--- config.mk ---
export PLATFORM = sky130hd
export DESIGN_NAME = uart_tx_arbiter
export DESIGN_NICKNAME = d
export VERILOG_FILES = /design/src/rtl/uart_tx_arbiter.sv
export SDC_FILE = /design/constraint.sdc
export NUM_CORES = 1
export LEC_CHECK = 0
export ABC_AREA = 1
export CORE_MARGIN = 4
export CORE_UTILIZATION = 40
export CTS_CLUSTER_SIZE = 16
export DETAILED_ROUTE_END_ITERATION = 7
export PLACE_DENSITY = 0.78
export SYNTH_ARGS = -nofsm -noshare
export SYNTH_HDL_FRONTEND = slang
export SYNTH_SLANG_ARGS = --single-unit
--- constraint.sdc ---
create_clock -name clk -period 1.9 [get_ports clk]
set_input_delay 0.38 -clock clk [delete_from_list [all_inputs] [get_ports clk]]
set_output_delay 0.38 -clock clk [all_outputs]
set_load 0.03 [all_outputs]
--- src/rtl/uart_tx_arbiter.sv ---
// rtl/uart_tx_arbiter.sv - round-robin, message-locked arbiter feeding one UART TX byte port
// A grant is held from first byte to req_last; a watchdog frees a grant whose owner goes quiet.
module uart_tx_arbiter #(
  parameter int N       = 4,
  parameter int TIMEOUT = 4096
) (
  input  logic                 clk,
  input  logic                 rst,
  input  logic [N-1:0]         req_valid,
  input  logic [8*N-1:0]       req_data,
  input  logic [N-1:0]         req_last,
  output logic [N-1:0]         req_ready,
  output logic                 tx_valid,
  output logic [7:0]           tx_data,
  input  logic                 tx_ready,
  output logic [N-1:0]         grant,
  output logic                 busy,
  output logic                 timeout_pulse,
  output logic [$clog2(N)-1:0] timeout_id
);

  localparam int IW = $clog2(N);
  localparam int WW = $clog2(TIMEOUT + 1);
  localparam logic [0:0] S_IDLE   = 1'b0;
  localparam logic [0:0] S_LOCKED = 1'b1;
  localparam logic [WW-1:0] WD_LAST = WW'(TIMEOUT - 1);

  logic [0:0]    state_q, state_d;
  logic [N-1:0]  grant_q, grant_d;
  logic [IW-1:0] owner_q, owner_d;
  logic [IW-1:0] ptr_q, ptr_d;
  logic [WW-1:0] wd_q, wd_d;
  logic          tpulse_q, tpulse_d;
  logic [IW-1:0] tid_q, tid_d;

  logic          xfer;
  logic          found;
  logic [IW-1:0] pick;
  logic [IW-1:0] idx;

  assign busy          = (state_q == S_LOCKED);
  assign grant         = grant_q;
  assign tx_valid      = busy & req_valid[owner_q];
  assign req_ready     = grant_q & {N{tx_ready}};
  assign xfer          = tx_valid & tx_ready;
  assign timeout_pulse = tpulse_q;
  assign timeout_id    = tid_q;

  always_comb begin
    tx_data = '0;
    for (int i = 0; i < N; i++) begin
      if (owner_q == IW'(i)) tx_data = req_data[8*i +: 8];
    end
  end

  always_comb begin
    state_d  = state_q;
    grant_d  = grant_q;
    owner_d  = owner_q;
    ptr_d    = ptr_q;
    wd_d     = wd_q;
    tpulse_d = 1'b0;
    tid_d    = tid_q;
    found    = 1'b0;
    pick     = '0;
    idx      = '0;

    // Search starts just after the last owner so every requester gets its turn.
    for (int i = 1; i <= N; i++) begin
      idx = IW'((int'(ptr_q) + i) % N);
      if (!found && req_valid[idx]) begin
        found = 1'b1;
        pick  = idx;
      end
    end

    case (state_q)
      S_IDLE: begin
        if (found) begin
          state_d = S_LOCKED;
          grant_d = N'(1) << pick;
          owner_d = pick;
          wd_d    = '0;
        end
      end
      default: begin
        if (xfer) begin
          wd_d = '0;
          if (req_last[owner_q]) begin
            state_d = S_IDLE;
            grant_d = '0;
            ptr_d   = owner_q;
          end
        end else if (!req_valid[owner_q]) begin
          // Only an absent owner counts; TX backpressure leaves the watchdog alone.
          if (wd_q >= WD_LAST) begin
            state_d  = S_IDLE;
            grant_d  = '0;
            ptr_d    = owner_q;
            wd_d     = '0;
            tpulse_d = 1'b1;
            tid_d    = owner_q;
          end else begin
            wd_d = wd_q + 1'b1;
          end
        end
      end
    endcase
  end

  always_ff @(posedge clk or posedge rst) begin
    if (rst) begin
      state_q  <= S_IDLE;
      grant_q  <= '0;
      owner_q  <= '0;
      ptr_q    <= IW'(N - 1);
      wd_q     <= '0;
      tpulse_q <= 1'b0;
      tid_q    <= '0;
    end else begin
      state_q  <= state_d;
      grant_q  <= grant_d;
      owner_q  <= owner_d;
      ptr_q    <= ptr_d;
      wd_q     <= wd_d;
      tpulse_q <= tpulse_d;
      tid_q    <= tid_d;
    end
  end

endmodule

==> results of run 1 <==
## per-stage QoR
step / power [mW] / cells / worst slack [ns]
floorplan: 2.64 / 300 / 0.230
global placement: 3.43 / 441 / -0.0710
detailed placement: 3.48 / 441 / -0.151
CTS: 3.84 / 446 / 0.0209
global route: 4.26 / 450 / -0.0105
finish: 3.95 / 450 / 0.0861
## repair_timing
item | CTS | global route
buffers inserted | 1 | 4
endpoints found under the setup margin | 9 | 31
hold buffers | 0 | 0
gates resized for setup | 3 | 13
pin swaps | 1 | 2
## synthesized netlist by cell type, types with 6 or more instances
| master | n |
|---|---|
| nand2_1 | 104 |
| nand3_1 | 31 |
| inv_1 | 26 |
| dfrtp_1 | 23 |
| nand2_2 | 17 |
| nor2_1 | 15 |
| nand4_1 | 14 |
| nor3_1 | 8 |
| xor2_1 | 7 |
| nand2_4 | 6 |
## worst min-delay path, delay by kind of cell
kind | cells | cell delay, ns
buf+inv | 3 | 0.75
## path summary, 6_finish.rpt
check | to | slack [ns]
min in group clk | timeout_id[1]$_DFFE_PP0P_ | 0.50
max in group asynchronous | ptr_q[1]$_DFFE_PP1P_ | 1.14
hold / removal | wd_q[2]$_DFFE_PP0P_ | 0.45
hold reg to reg | timeout_id[1]$_DFFE_PP0P_ | 0.50
setup / recovery | tx_valid | 0.09
setup reg to reg | wd_q[9]$_DFFE_PP0P_ | 0.11
## layer usage
layer	part of all wire, %	wire length, um	global-route usage, %
met5	0	0	0
met4	1.9	109	6.08
met3	2.7	156	1.81
met2	51	2970	32.2
met1	44	2540	25.4
## power groups by stage
stage	logic, mW	clock network (mW)	registers, mW
5_1_grt	3.06	0.349	0.851
3_5_place_dp	2.65	0	0.826
2_1_floorplan	1.80	0	0.835
3_3_place_gp	2.61	0	0.824
6_report	2.80	0.317	0.836
4_1_cts	2.69	0.319	0.824
## placed cells by master, fill, tap and decap left out, types with 5 or more instances in the layout
master and count:
clkdlybuf4s50_1 49, nand3_1 30, buf_4 33, xor2_1 7, nand2_4 6, nand2_1 102
nor2_1 14, nand4_1 14, o21ai_2 6, dfrtp_1 21, inv_1 26, nor3_1 8
nor2_4 5, nand2_2 19
## final cells by class
cell class                 instances  area [um^2]  area share, %
clock buffer                       3         41.3           1.40
clock inverter                     1         5.00          0.169
inverter                          34          139           4.70
multi-input combinational        235         1270           43.1
sequential                        25          631           21.3
tap                               67         83.8           2.84
timing repair buffer              85          782           26.5
## cell families after synthesis
logic type	count (synthesis)	synth area share, %
DFF	25	30.5
and+or+nand+nor	205	49.2
buffers and inverters	40	9.41
xor gates and xnor gates	9	3.83
AOI/OAI and AO/OA	20	6.50
adders and majority gates	1	0.607
## flip-flops by register name, summed over array words and instances (netlist names)
name and flops:
busy 1, grant 4, owner_q 2, ptr_q 2, timeout_id 2, timeout_pulse 1
wd_q 13
==> metrics.txt, run 1 <==
share of flip-flops with an asynchronous set or reset after synthesis=100%; top cell type's share of synthesized area=27.9%; post-route cell area=0.00295 mm^2; TritonCTS clock tree=built; count of flip-flops with a built-in enable after synthesis=0; Critical Path Start Type=input port; post-route fraction of the period consumed by the critical path=95.5%; proportion of synthesized chip area in sequential cells=30.5%; Pwr per Cell Area=1340 mW/mm^2; max_slew headroom=77.5%; via count of the first global-routing pass=2101; switching part of the total power=51.5%; crit path kind=input port to primary output; Register-to-Register Path Depth=11; clk slew on worst S/H paths=0.09 ns; Port-buffer cells=63; number of synthesized register bits=25; critical path's top delay family=buffers and inverters; count of final max-slew check failures=0; buffer levels on the longest clock path=2; total clock buffers created by CTS=3; WL final=5770 um; # fillers=431; die extent in y=79.8 um; combinational group share of total power=70.8%; skew final=0.0117 ns; Mapped Cells=300; post-synthesis instance area=0.00206 mm^2; Syn. warnings=0; global placer's final weighted congestion=0.858; Antenna Cells=0; Synth area leader=dfrtp_1; Critical Path End Type=primary output; fin nets=428; overall via count from detail_route=2207; standby leakage power=1.45 nW; net count after synthesis=344; crit path cell chain=clkdlybuf4s50_1 > nand3_1 > nand2_2 > nor2_4 > nor2_4 > buf_6; top cells by area in the synthesized netlist=dfrtp_1 (28%), nand2_1 (19%), nand3_1 (7.5%), nand2_2 (5.2%), inv_1 (4.7%); Area after DPL=0.00282 mm^2; Worst Path Buf+Inv=2; Wirelength per Cell=12.8 um; internal power=1.92 mW; total negative setup slack=0 ns; Die ar.=0.00636 mm^2; vias per cell=4.90; Final Setup Violations=0; number of levels the H-tree was split into=1; critical path arrival=1.43 ns; endpoints failing hold=0; worst r2r src=ptr_q[0]$_DFFE_PP1P_; result of the run=completed; average footprint of a synthesized cell=6.87 um^2; number of remaining DRC errors=0; Worst-Skew Late Latency=0.27 ns; WHS=0.452 ns; ratio of cells with drive above 1 in the final layout=24.8%; CP most frequent cell=nor2_4; CP max stage delay=0.53 ns; row count=25; Post-DRT Antenna Nets=0; part of the total power dissipated in sequential elements=21.1%; largest net degree at the start of global routing=26; wire length of the first global-routing pass=9780 um; initial antenna violation count=0; 1st-pass router iterations=4; # IOs=64; top_reg_cell synth=dfrtp_1; cell at the root of the clock tree=clkbuf_8; final worst path period need=1.81 ns; Worst path depth=6; Synth-to-Final Area Change=43.4%; final global-route overflow total=0; worst hold-check path type=input port to asynchronous set/reset pin; worst-path maximum fanout=4; endpoint required time on the critical path=1.52 ns; effective utilization at floorplan=42.5%; sinks on the clock net=25; end-of-flow core utilization=60.9%; max-cap violation count=0; Critical Path Source=req_valid[1]; First DRT Iteration DRCs=117; Worst VDD drop=848 uV; horizontal die dimension=79.8 um; fmax=0.551 GHz; power dissipated by switching net loads=2.03 mW; measured slew at the worst slew-check pin=0.336 ns; combined global-route utilization of all metal layers=19.0%; distinct cell type count of the synthesized netlist=32; part of the power in the clock network=8.0%; dpl hpwl=4630 um; total core area=0.00485 mm^2; critical path's slowest cell=clkdlybuf4s50_1
Power figures use the tool's default switching activity.
==> inputs of run 2 (changes only) <==
--- a/config.mk
+++ b/config.mk
@@ -7,10 +7,10 @@
 export LEC_CHECK = 0
 export ABC_AREA = 1
 export CORE_MARGIN = 4
-export CORE_UTILIZATION = 40
+export CORE_UTILIZATION = 25
 export CTS_CLUSTER_SIZE = 16
 export DETAILED_ROUTE_END_ITERATION = 7
-export PLACE_DENSITY = 0.78
+export PLACE_DENSITY = 0.56
 export SYNTH_ARGS = -nofsm -noshare
 export SYNTH_HDL_FRONTEND = slang
 export SYNTH_SLANG_ARGS = --single-unit
==> metrics.txt, run 2 (synthesis results as in run 1) <==
die extent in y=98.8 um (+24%); worst-case register-to-register setup slack=0.09 ns (-0.02 ns); destination of the worst register-to-register timing path=wd_q[2]$_DFFE_PP0P_; worst hold-check path type=input port to asynchronous set/reset pin; critical path's top delay family=buffers and inverters; critical path arrival=1.45 ns (+0.02 ns); clk slew on worst S/H paths=0.10 ns (about the same); initial antenna violation count=0 (unchanged); fin nets=432 (+0.93%); WHS=0.449 ns (-0.00329 ns); commonest non-fill, non-tap cells in the layout=nand2_1 (103), clkdlybuf4s50_1 (49), buf_4 (37), nand3_1 (29), inv_1 (25); Final Setup Violations=0 (unchanged); max-cap violation count=0 (unchanged); sinks on the clock net=25 (unchanged); Worst VDD drop=566 uV (-33%); combined global-route utilization of all metal layers=12.3% (-6.7 points); horizontal die dimension=98.8 um (+24%); count of final max-slew check failures=0 (unchanged); Die ar.=0.00976 mm^2 (+53%); unrepaired setup endpoints after global routing=true; CP most frequent cell=nor2_4; standby leakage power=1.47 nW (+1.6%); Synth-to-Final Area Change=46.3%; max FFs per register=13 (unchanged); 1st-pass router iterations=4 (unchanged); Pwr per Cell Area=1300 mW/mm^2 (-2.6%); overall via count from detail_route=2175 (-1.4%); Worst-Skew Late Latency=0.28 ns (about the same); critical path's slowest cell=clkdlybuf4s50_1; total core area=0.00789 mm^2 (+63%); Critical Path Start Type=input port; largest register by flop count=wd_q; number of levels the H-tree was split into=1 (unchanged); end-of-flow core utilization=38.2% (-23 points); effective utilization at floorplan=26.1% (-16 points); result of the run=completed; crit path kind=input port to primary output; most common cell after layout, fill and taps aside=nand2_1; Post-DRT Antenna Nets=0 (unchanged); skew final=0.00325 ns (-0.00846 ns); total clock buffers created by CTS=3 (unchanged); endpoint required time on the critical path=1.52 ns (about the same); final global-route overflow total=0 (unchanged); endpoints failing hold=0 (unchanged); Port-buffer cells=63 (unchanged); dpl hpwl=4800 um (+3.6%); fmax=0.548 GHz (-0.64%); vias per cell=4.45 (-9.3%); Worst Path Buf+Inv=2 (unchanged); crit path cell chain=clkdlybuf4s50_1 > nand2_1 > nand2_2 > nor2_4 > nor2_4 > buf_4; worst-path maximum fanout=4 (unchanged); First DRT Iteration DRCs=61 (-48%); Area after DPL=0.00290 mm^2 (+2.7%); max_slew headroom=77.4% (about the same); Antenna Cells=0 (unchanged); Critical Path End Type=primary output; post-route fraction of the period consumed by the critical path=96.1% (+0.62 points); final worst path period need=1.83 ns (+0.0117 ns); row count=32 (+28%); WL final=5900 um (+2.2%); number of remaining DRC errors=0 (unchanged); quantity of hold-fixing buffers added after cts=0 (unchanged); buffer levels on the longest clock path=2 (unchanged); total negative setup slack=0 ns (unchanged); via count of the first global-routing pass=2152 (+2.4%); wire length of the first global-routing pass=10100 um (+3.8%); # IOs=64 (unchanged); ratio of cells with drive above 1 in the final layout=25.3% (+0.52 points); TritonCTS clock tree=built; worst r2r src=ptr_q[0]$_DFFE_PP1P_; overall power after layout=3.93 mW (-0.56%); global placer's final weighted congestion=0.799 (-6.8%); post-route cell area=0.00302 mm^2 (+2.1%); cell at the root of the clock tree=clkbuf_8; Register-to-Register Path Depth=11 (unchanged); largest net degree at the start of global routing=26 (unchanged); measured slew at the worst slew-check pin=0.338 ns (+0.00110 ns); Wirelength per Cell=12.1 um (-6.0%); CP max stage delay=0.48 ns (-0.05 ns)
run 2: cell types whose count changed in the layout (fill, tap and decap cells not counted), sizes merged:
cell,previous run,this run
buf,35,39
clkinv,2,1
inv,33,34
run 2: per-stage QoR:
stage / cells / worst slack, ns
detailed placement: 482 / -0.156
floorplan: 300 / 0.230
finish: 489 / 0.0744
CTS: 486 / 0.0136
global placement: 482 / -0.105
global route: 489 / -0.0484
run 2: cell type report:
class / count / area [um^2]
flip-flops and latches: 25 / 631
fillers: 839 / 4870
multi-input cells: 235 / 1250
clock buffers: 3 / 41.3
well taps: 102 / 128
inverters: 34 / 149
clock inverters: 1 / 8.76
repair buffers: 89 / 803
run 2: tightest hold or removal path: stages:
cell and delay [ns]:
clkdlybuf4s50_1 0.40, inv_1 0.05, buf_4 0.30
run 2: worst max-delay path by stage:
stage / startpoint / end / slack [ns] / cells after the start
after global placement: req_valid[2] / wd_q[11]$_DFFE_PP0P_ / -0.11 / 12
final: req_valid[0] / tx_valid / 0.07 / 6
after floorplan: owner_q[1]$_DFFE_PP0P_ / ptr_q[0]$_DFFE_PP1P_ / 0.23 / 13
after CTS: ptr_q[0]$_DFFE_PP1P_ / wd_q[11]$_DFFE_PP0P_ / 0.01 / 11
after detailed placement: req_valid[2] / wd_q[11]$_DFFE_PP0P_ / -0.16 / 12
after global routing: ptr_q[0]$_DFFE_PP1P_ / wd_q[11]$_DFFE_PP0P_ / -0.05 / 11
run 2: repair_timing:
| action | CTS | global route |
|---|---|---|
| endpoints found under the setup margin | 9 | 31 |
| pin swaps | 0 | 2 |
| setup buffers | 0 | 3 |
| cloned | 0 | 0 |
| resized for setup | 2 | 16 |
run 2: layer usage:
metal,vias up,track usage (%),share of wire [%]
met4,0,0.630,0.22
met3,2,1.84,3.5
li1,1137,-,-
met1,1010,15.0,42
met2,26,23.5,54
met5,-,0,0
run 2: power breakdown:
part | internal, mW | switching (mW)
sequential | 0.661 | 0.169
clock | 0.154 | 0.192
combinational | 1.09 | 1.67
total | 1.90 | 2.03
